$ cat src/rtl/pll_byte_tx.sv
// Word FIFO feeding a framing FSM: each 32-bit word leaves as
// HEADER followed by its four bytes, MSB first, on a valid/ready link.
module pll_byte_tx #(
   parameter int         DEPTH  = 4,
   parameter logic [7:0] HEADER = 8'hA5
) (
   input  logic                       clk_i,
   input  logic                       rstn_i,
   input  logic [31:0]                wr_data_i,
   input  logic                       wr_en_i,
   output logic                       full_o,
   output logic [$clog2(DEPTH):0]     level_o,
   output logic                       overflow_o,
   output logic [7:0]                 data_o,
   output logic                       valid_o,
   input  logic                       ready_i,
   output logic                       sof_o
);

   localparam int AW = $clog2(DEPTH);
   localparam int LW = AW + 1;

   typedef enum logic [2:0] {
      IDLE,
      HDR,
      B3,
      B2,
      B1,
      B0
   } state_t;

   state_t        state_q;
   state_t        state_d;
   logic [31:0]   mem [DEPTH];
   logic [AW-1:0] wr_ptr_q;
   logic [AW-1:0] rd_ptr_q;
   logic [LW-1:0] count_d;
   logic [31:0]   hold_q;
   logic [31:0]   hold_d;
   logic [7:0]    data_d;
   logic          valid_d;
   logic          sof_d;
   logic          empty;
   logic          xfer;
   logic          push;
   logic          pop;

   assign empty = (level_o == '0);
   assign xfer  = valid_o & ready_i;
   assign push  = wr_en_i & ~full_o;

   // A word is popped only from a registered non-empty level, so
   // push and pop never race for the same slot.
   assign pop = ~empty &
                ((state_q == IDLE) | ((state_q == B0) & xfer));

   assign count_d = level_o + LW'(push) - LW'(pop);

   always_ff @(posedge clk_i) begin
      if (push) begin
         mem[wr_ptr_q] <= wr_data_i;
      end
   end

   always_ff @(posedge clk_i or negedge rstn_i) begin
      if (!rstn_i) begin
         wr_ptr_q   <= '0;
         rd_ptr_q   <= '0;
         level_o    <= '0;
         full_o     <= 1'b0;
         overflow_o <= 1'b0;
      end else begin
         if (push) begin
            wr_ptr_q <= wr_ptr_q + AW'(1);
         end
         if (pop) begin
            rd_ptr_q <= rd_ptr_q + AW'(1);
         end
         if (wr_en_i && full_o) begin
            overflow_o <= 1'b1;
         end
         level_o <= count_d;
         full_o  <= (count_d == LW'(DEPTH));
      end
   end

   always_comb begin
      state_d = state_q;
      hold_d  = hold_q;
      data_d  = data_o;
      valid_d = valid_o;
      sof_d   = sof_o;
      if (pop) begin
         state_d = HDR;
         hold_d  = mem[rd_ptr_q];
         data_d  = HEADER;
         valid_d = 1'b1;
         sof_d   = 1'b1;
      end else begin
         unique case (state_q)
            IDLE: begin
               valid_d = 1'b0;
               sof_d   = 1'b0;
            end
            HDR: begin
               if (xfer) begin
                  state_d = B3;
                  data_d  = hold_q[31:24];
                  sof_d   = 1'b0;
               end
            end
            B3: begin
               if (xfer) begin
                  state_d = B2;
                  data_d  = hold_q[23:16];
               end
            end
            B2: begin
               if (xfer) begin
                  state_d = B1;
                  data_d  = hold_q[15:8];
               end
            end
            B1: begin
               if (xfer) begin
                  state_d = B0;
                  data_d  = hold_q[7:0];
               end
            end
            B0: begin
               if (xfer) begin
                  state_d = IDLE;
                  valid_d = 1'b0;
                  sof_d   = 1'b0;
               end
            end
            default: begin
               state_d = IDLE;
               valid_d = 1'b0;
               sof_d   = 1'b0;
            end
         endcase
      end
   end

   always_ff @(posedge clk_i or negedge rstn_i) begin
      if (!rstn_i) begin
         state_q <= IDLE;
         hold_q  <= '0;
         data_o  <= 8'h00;
         valid_o <= 1'b0;
         sof_o   <= 1'b0;
      end else begin
         state_q <= state_d;
         hold_q  <= hold_d;
         data_o  <= data_d;
         valid_o <= valid_d;
         sof_o   <= sof_d;
      end
   end

endmodule

$ cat config.mk
export PLATFORM = sky130hd
export DESIGN_NAME = pll_byte_tx
export DESIGN_NICKNAME = d
export VERILOG_FILES = /design/src/rtl/pll_byte_tx.sv
export SDC_FILE = /design/constraint.sdc
export NUM_CORES = 1
export LEC_CHECK = 0
export ABC_AREA = 1
export BUFFER_PORTS_ARGS = -buffer_cell sky130_fd_sc_hd__buf_4
export CAP_MARGIN = 20
export CORE_ASPECT_RATIO = 0.7
export CORE_MARGIN = 5
export CORE_UTILIZATION = 64
export DETAILED_ROUTE_END_ITERATION = 8
export GPL_TIMING_DRIVEN = 0
export PLACE_DENSITY = 0.85
export SYNTH_ARGS = -nofsm -noshare
export SYNTH_HDL_FRONTEND = slang
export SYNTH_SLANG_ARGS = --single-unit
$ cat constraint.sdc
create_clock -name clk_i -period 5.2 [get_ports clk_i]
set_input_delay 0 -clock clk_i [delete_from_list [all_inputs] [get_ports clk_i]]
set_output_delay 0 -clock clk_i [all_outputs]
set_load 0.01 [all_outputs]
# After elaboration in Yosys (flattened, before gate mapping)
# Memories as Yosys holds them, arrays and structs flattened. A register that Yosys moved wholly into a read port is not among the register bits.
# Cells that the tools add are included.
dict set report classes {
  eq_ne 15
  bitwise_logic 7
  add_sub_neg 4
  mux 20
  n_reduce_logical 12
}
# op count
set ops {}
lappend ops {{two-way mux 8 bit} 5}
lappend ops {{case mux 8 bit (4 select lines)} 1}
lappend ops {{two-way mux 3 bit} 6}
lappend ops {{case mux 3 bit (6 select lines)} 1}
lappend ops {{!= test 3 bit, second input constant} 5}
lappend ops {{== test 3 bit, second input constant} 3}
lappend ops {{== test 3 x 2 -> 1 bit, second input constant} 2}
lappend ops {{zero test 3 bit} 2}
lappend ops {{AND reduction 6 bit} 1}
lappend ops {{two-way mux 1 bit} 5}
lappend ops {{AND reduction 5 bit} 1}
lappend ops {{nonzero test 5 bit} 1}
lappend ops {{adder 2 x 1 -> 2 bit, second input constant} 2}
lappend ops {{AND 1 bit} 4}
lappend ops {{!= test 2 x 1 -> 1 bit, second input constant} 2}
lappend ops {{case mux 1 bit (2 select lines)} 2}
lappend ops {{AND reduction 2 bit} 2}
lappend ops {{OR reduction 4 bit} 1}
lappend ops {{adder 3 x 1 -> 3 bit} 1}
lappend ops {{== test 3 x 1 -> 1 bit, second input constant} 1}
lappend ops {{!= test 3 x 1 -> 1 bit, second input constant} 1}
lappend ops {{OR reduction 3 bit} 1}
lappend ops {{subtractor 3 x 1 -> 3 bit} 1}
lappend ops {{!= test 2 bit, second input constant} 1}
lappend ops {{other kinds (5)} 6}
dict set report word_totals {
  n_memories 1
  word_cells 68
  inputBits 36
  ramBits 128
  output_inout_bits 15
  register_bits 22
}
# name depth width rd rd_clocked_by_memory_dff wr line
set mem_list {}
lappend mem_list {mem 4 32 1 1 1 34} ;# logic [31:0] mem [DEPTH];

# Logic depth before layout (Yosys ltp)
# Gate-level depths: netlist of the first run.
dict set report logic_depth {
  ltp_word 6
  depth_mapped 14
  ltp_nobuf 13
}

# Worst setup path before layout of the first run
# OpenSTA, ideal clock, no wires.
dict set report synth_path {
  path_kind {register to register}
  from {register valid_o}
  to {register full_o}
  period_less_slack_ps 2595
  t_required_ps 5112
  path_stages_with_launch 15
  t_arrival_ps 2507
  slack_ps 2605
  setup_time_ps 88
  n_path_buf 1
  path_cell_list {dfrtp_1 -> nand2_2 -> inv_1 -> nand3_1 -> nand2_2 -> nand2_4 -> inv_6 -> buf_6 -> ha_1 -> inv_1 -> ha_1 -> fa_1 -> xnor2_1 -> xor2_1 -> nor3b_1}
}
dict set report synth_between {
  elab_chain_cells 6
}
# element line
set synth_lines {}
lappend synth_lines {{from (decl)} 15} ;# output logic valid_o,
lappend synth_lines {{from (signal assigned)} 157} ;# valid_o <= valid_d;
lappend synth_lines {{AND 1 bit} 49} ;# assign xfer = valid_o & ready_i;
lappend synth_lines {{AND 1 bit} 55} ;# ((state_q == IDLE) | ((state_q == B0) & xfer));
lappend synth_lines {{bitwise OR 1 bit} 55}
lappend synth_lines {{AND 1 bit} 54} ;# assign pop = ~empty &
lappend synth_lines {{via pop} 46} ;# logic pop;
lappend synth_lines {{subtractor 3 x 1 -> 3 bit} 57} ;# assign count_d = level_o + LW'(push) - LW'(pop);
lappend synth_lines {{via count_d[2]} 37} ;# logic [LW-1:0] count_d;
lappend synth_lines {{== test 3 bit} 83} ;# full_o <= (count_d == LW'(DEPTH));
lappend synth_lines {{to (signal assigned)} 83}
lappend synth_lines {{to (decl)} 11} ;# output logic full_o,
# The timed path passes the listed nets, and every way through them passes these cells.
# A chain may end at the register's enable or synchronous reset.

# Worst setup path after layout of the first run
# Ends and elaborated chain as after synthesis.

==> results.json, run 1 <==
{
  "yosys_warnings": 0,
  "area_growth_pct": 21.59,
  "gp_congestion": 0.9049,
  "leakagePower_nw": 3.632,
  "worstPathRequired_ps": 5530,
  "io_buffers": 50,
  "tightest_slew_ps": 687.7,
  "cts-root-buf": "clkbuf_16",
  "die-area_um2": 13880,
  "layout_commonest_cell": "edfxtp_1",
  "start_kind": "flip-flop",
  "hpwlAfterDp_um": 10800,
  "track_usage_pct": 26.13,
  "setup-violations-final": 0,
  "grt_pass1_wl_um": 28240,
  "critPathMaxFanout": 10,
  "clk_path_buf_depth": 2,
  "min_period_over_period_pct": 58.41,
  "max_cap_violations": 0,
  "dr_total_vias": 5234,
  "end_kind": "flip-flop",
  "ant_nets": 0,
  "min_period_ps": 3037,
  "synth.avg_cell_area_um2": 12.04,
  "drt_iter0_markers": 558,
  "clock_latency_ps": 430,
  "yosysSeqAreaShare_pct": 70.02,
  "ys_ff_latch": 182,
  "wl_um": 17100,
  "syn_nets": 659,
  "clkSinkCount": 182,
  "firstDrtPassIters": 5,
  "ctsResizeCount": 0,
  "clkTransAtPathRegs_ps": 70,
  "cts_setup_buffers": 0,
  "die_w_um": 138.7,
  "cp_data_arrival_time_ps": 3360,
  "first_global_vias": 5379,
  "grt_max_degree": 55,
  "final_nets": 766,
  "synth_flop_cell": "edfxtp_1",
  "syn_area_um2": 7420,
  "relSlewSlack_pct": 54.16,
  "drc": 0,
  "fin_skew_ps": 8.469,
  "num_rows": 32,
  "tns_ps": 0,
  "netlist.top_cell.by_area": "edfxtp_1",
  "hold_viol_final": 0,
  "die_y_um": 100.1,
  "mostFrequentLayoutCells": "edfxtp_1, nand2_1, nor2_1",
  "start_util_pct": 66.42,
  "cts_tree": "yes",
  "grt_overflow": 0,
  "rsz0062_at_grt": "false",
  "netlist-cell-type-count": 36,
  "synthTopCellsByArea": "edfxtp_1, dfrtp_1, nand2_1, o21ai_0, nor2_1",
  "wl_per_cell_um": 19.27,
  "power.density_nw_per_um2": 392.6,
  "critical_path_class": "reg -> reg",
  "n_antenna_cell": 0,
  "drive_gt1_share_pct": 16.08,
  "ir_worst_vdd_mv": 0.3016,
  "reg2reg_setup_slack_ps": 2160,
  "async_flop_share_pct": 29.67,
  "worstHoldPathType": "in -> reg",
  "pin_count": 51,
  "final_util_pct": 80.76,
  "yosysTopAreaCellShare_pct": 51.80,
  "status": "finished, final reports clean",
  "cts_max_level": 4,
  "maxSlewViolCount": 0,
  "postSynthCellCount": 616,
  "vias_per_cell": 5.901,
  "fmax_mhz": 329.2,
  "synth_edf_count": 128,
  "numCtsBuffers": 17,
  "antenna_found_initial": 0,
  "fp.coreArea_um2": 11170
}
==> area by class of cell <==
type	instances	area [um^2]
clock buffer	21	440.4
inverter	33	128.9
timing repair buffer	88	810.8
fill	570	2150
sequential	182	5195
clock inverter	9	128.9
multi-input combinational	371	1938
buffer	30	187.7
tap	153	191.4
==> cell families after synthesis <==
family          synth area share (%)
buf+inv                        4.266
compound gates                 8.466
simple gates                   12.80
fa+ha+maj                      1.282
mux                            2.698
flops                          70.02
xor+xnor                      0.4723
==> cells in the mapped netlist (all sizes together), types with 6 or more instances <==
| cell type | n |
|---|---|
| ha | 6 |
| nand2 | 109 |
| buf | 18 |
| dfrtp | 54 |
| nand4 | 7 |
| nand3 | 27 |
| mux2i | 20 |
| edfxtp | 128 |
| clkbuf | 12 |
| o22ai | 20 |
| o21ai | 80 |
| nor2 | 85 |
| inv | 32 |
==> power breakdown <==
part | switching, W | internal [W]
clock network | 0.000521 | 0.000749
registers | 0.0000613 | 0.00178
logic | 0.000266 | 0.000160
==> sequential cells by signal (all words and copies together), names as in the netlist <==
| name | count |
|---|---|
| state_q | 3 |
| mem | 128 |
| sof_o | 1 |
| hold_q | 32 |
| full_o | 1 |
| valid_o | 1 |
| overflow_o | 1 |
| data_o | 8 |
| level_o | 3 |
| wr_ptr_q | 2 |
| rd_ptr_q | 2 |
==> repair_timing <==
item	in CTS	in global routing
endpoints found under the hold margin	183	0
setup endpoints to repair	0	0
hold buffers	34	0
==> metal layers <==
layer  vias up  global-route usage, %  share of wire (%)
li1       2354                      -                  -
met1      2562                  35.04                 40
met2       292                  43.93                 50
met3        26                  5.333                8.4
met4         0                  8.496                1.6
met5         -                      0                  0
==> critical path: stages (launching register included) <==
cell,delay (ps)
dfrtp_1,400
nand2_2,220
inv_1,130
nand3_1,130
nand2_2,70
nand2_4,170
inv_6,90
buf_6,150
ha_1,270
inv_1,40
ha_1,190
fa_1,390
xnor2_1,200
xor2_1,210
nor3b_1,250
==> per-stage QoR <==
step	hold WS (ps)	area (um^2)	cells	setup WS, ps	power [W]
2_1_floorplan	-295.6	7420	616	2605	0.002052
3_3_place_gp	64.48	7986	819	1680	0.002192
3_5_place_dp	81.01	8112	823	2201	0.002275
4_1_cts	32.51	9021	887	2165	0.003543
5_1_grt	72.29	9021	887	1967	0.003664
6_report	43.45	9021	887	2163	0.003541
==> final timing paths <==
| check | start | end | depth (start not counted) |
|---|---|---|---|
| worst min-delay path | ready_i | state_q[2]$_DFFE_PN0P_ | 4 |
| max in group asynchronous | rstn_i | hold_q[5]$_DFFE_PN0P_ | 2 |
| worst min register to register | overflow_o$_DFFE_PN0P_ | overflow_o$_DFFE_PN0P_ | 1 |
| worst max-delay path | valid_o$_DFFE_PN0P_ | full_o$_DFF_PN0_ | 14 |
| worst max register to register | valid_o$_DFFE_PN0P_ | full_o$_DFF_PN0_ | 14 |
| min in group asynchronous | rstn_i | full_o$_DFF_PN0_ | 2 |
No activity file was read; power rests on OpenSTA's default activity.
==> inputs of run 2 (changes only) <==
Settings changed: ABC_AREA 1 to 0, CORE_UTILIZATION 64 to 60, PLACE_DENSITY 0.85 to 0.8.
Clock period 5.2 ns to 3.2 ns, I/O delays scaled along.
==> run 2 against run 1 <==
  * Combinational power rose to 6.5 times the previous value
  * Global-route usage fell by 5.1 points
  * Sequential cell count did not move
  * Sequential share of layout area rose by 2.2 points
  * Routed wire length fell by 18%
  * Critical path depth fell by 3
  * Critical endpoint unchanged
  * Highest routed layer unchanged
==> results.json, run 2 <==
{
  "status": "finished, final reports clean",
  "area_growth_pct": 21.20,
  "drive_gt1_share_pct": 32.33,
  "min_period_ps": 2657,
  "gp_congestion": 0.8812,
  "hpwlAfterDp_um": 8569,
  "die_w_um": 140.6,
  "dp.cells": 586,
  "synth_common_cells": "edfxtp_1, dfrtp_1, mux2_2, mux4_2, a21oi_1",
  "yosysSeqAreaShare_pct": 72.50,
  "maxSlewViolCount": 0,
  "ctsResizeCount": 0,
  "syn_area_um2": 7166,
  "yosysMostFrequentCell": "edfxtp_1",
  "ys_ff_latch": 182,
  "cp_data_arrival_time_ps": 2990,
  "yosysTopAreaCellShare_pct": 53.64,
  "r2r_cells": 11,
  "drc": 0,
  "dr_total_vias": 3917,
  "start_kind": "flip-flop",
  "layout_commonest_cell": "edfxtp_1",
  "synth_edf_count": 128,
  "tns_ps": 0,
  "worstReg2RegStart": "state_q[0]$_DFFE_PN0P_",
  "min_period_over_period_pct": 83.04,
  "cp-startpoint": "state_q[0]$_DFFE_PN0P_",
  "rsz0062_at_grt": "false",
  "antenna_found_initial": 0,
  "numCtsBuffers": 17,
  "pin_count": 51,
  "async_flop_share_pct": 29.67,
  "synth.avg_cell_area_um2": 18.91,
  "netlist.top_cell.by_area": "edfxtp_1",
  "fin_ws_ps": 542.8,
  "cts-root-buf": "clkbuf_16",
  "grt_pass1_wl_um": 22200,
  "num_rows": 33,
  "fmax_mhz": 376.3,
  "setup-violations-final": 0,
  "pre_cts_slack_ps": 248.5,
  "critical_path_class": "reg -> reg",
  "leakagePower_nw": 3.203,
  "end_kind": "flip-flop",
  "n_antenna_cell": 0,
  "clk_path_buf_depth": 2,
  "yosys_warnings": 0,
  "relSlewSlack_pct": 38.05,
  "vias_per_cell": 5.980,
  "worstHoldPathType": "in -> async",
  "final_nets": 528,
  "mostFrequentLayoutCells": "edfxtp_1, dfrtp_1, buf_4",
  "max_cap_violations": 0,
  "tightest_slew_ps": 929.2,
  "critPathMaxFanout": 10,
  "reg2reg_setup_slack_ps": 540,
  "worstPathRequired_ps": 3530,
  "grt_max_degree": 55,
  "firstDrtPassIters": 5,
  "cts_max_level": 4,
  "largest_reg_flops": 128,
  "cts_tree": "yes",
  "syn_nets": 422,
  "ant_nets": 0,
  "first_global_vias": 4049,
  "fin_skew_ps": 9.308,
  "wl_um": 14000,
  "track_usage_pct": 21.03,
  "hold_viol_final": 0,
  "fp.coreArea_um2": 11690,
  "netlist-cell-type-count": 38,
  "largest_register": "mem",
  "die-area_um2": 14260,
  "io_buffers": 50,
  "wl_per_cell_um": 21.37,
  "reg_top3": "mem x128, hold_q x32, data_o x8",
  "clkTransAtPathRegs_ps": 70,
  "clock_latency_ps": 420,
  "power.density_nw_per_um2": 961.8,
  "synth_flop_cell": "edfxtp_1",
  "synthTopCellsByArea": "edfxtp_1, dfrtp_1, mux4_2, mux2_2, a21oi_1",
  "crit_end": "full_o$_DFF_PN0_",
  "grt_overflow": 0,
  "stdcell_count": 655,
  "drt_iter0_markers": 274,
  "postSynthCellCount": 379,
  "start_util_pct": 61.32,
  "rr_endpoint": "full_o$_DFF_PN0_",
  "ir_worst_vdd_mv": 0.6392,
  "die_y_um": 101.4,
  "clkSinkCount": 182
}
run 2: worst max-delay path, stage by stage, from the launching register on:
cell      delay (ps)
dfrtp_1          370
buf_2            170
or2_4            270
a211oi_4         300
buf_6            200
ha_1             130
inv_1             40
ha_1             180
fa_1             380
xor2_1           160
xnor2_1          180
nor3b_1          190
run 2: cell families after synthesis:
logic type / after synthesis / synth area share, %
AOI/OAI and AO/OA: 58 / 5.692
xor gates and xnor gates: 6 / 0.7334
adders and majority gates: 8 / 1.467
buffers and inverters: 29 / 2.026
DFF: 182 / 72.50
muxes: 66 / 15.38
and+or+nand+nor: 30 / 2.200
run 2: final cells by class:
cell class | count | area (um^2)
Buffer | 21 | 115.1
Clock buffer | 20 | 436.7
Clock inverter | 12 | 140.1
Fill cell | 690 | 3000
Inverter | 8 | 30.03
Multi-Input combinational cell | 168 | 1831
Sequential cell | 182 | 5195
Tap cell | 157 | 196.4
Timing Repair Buffer | 87 | 740.7
run 2: worst min-delay path by stage:
stage | startpoint | endpoint | slack, ps | cells after the start
final | rstn_i | hold_q[24]$_DFFE_PN0P_ | 150 | 2
after global routing | rstn_i | valid_o$_DFFE_PN0P_ | 230 | 2
after CTS | rstn_i | hold_q[24]$_DFFE_PN0P_ | 180 | 2
after detailed placement | rstn_i | hold_q[24]$_DFFE_PN0P_ | 90 | 1
after global placement | rstn_i | hold_q[23]$_DFFE_PN0P_ | 70 | 1
after floorplan | rstn_i | data_o[0]$_DFFE_PN0P_ | -300 | 0
run 2: metrics by stage:
stage          instance area, um^2  total power [W]  util, %  hold WS (ps)
2_1_floorplan                 7166         0.005425        -        -295.6
4_1_cts                       8670         0.008366    74.19         178.1
5_1_grt                       8685         0.008767    74.32         227.1
6_report                      8685         0.008353    74.32         146.2
3_3_place_gp                  7737         0.006138    66.22         72.53
3_5_place_dp                  7742         0.006271    66.26         85.54
run 2: power by group:
group          switching [W]  internal, W  leakage [nW]
clock network       0.000894      0.00117         0.281
registers           0.000325      0.00322          1.80
logic                0.00139      0.00136          1.12
run 2: per-layer routing:
metal,routed length (um),global-route usage [%],vias up
met5,0,0,-
met4,246,8.488,0
met3,1018,5.380,27
met2,6867,33.57,147
met1,5867,28.41,2031
li1,-,-,1712
run 2: timing repair:
| action | CTS | global route |
|---|---|---|
| hold endpoints to repair | 184 | 0 |
| buffers inserted | 0 | 2 |
| hold buffers | 35 | 0 |
| endpoints found under the setup margin | 0 | 1 |
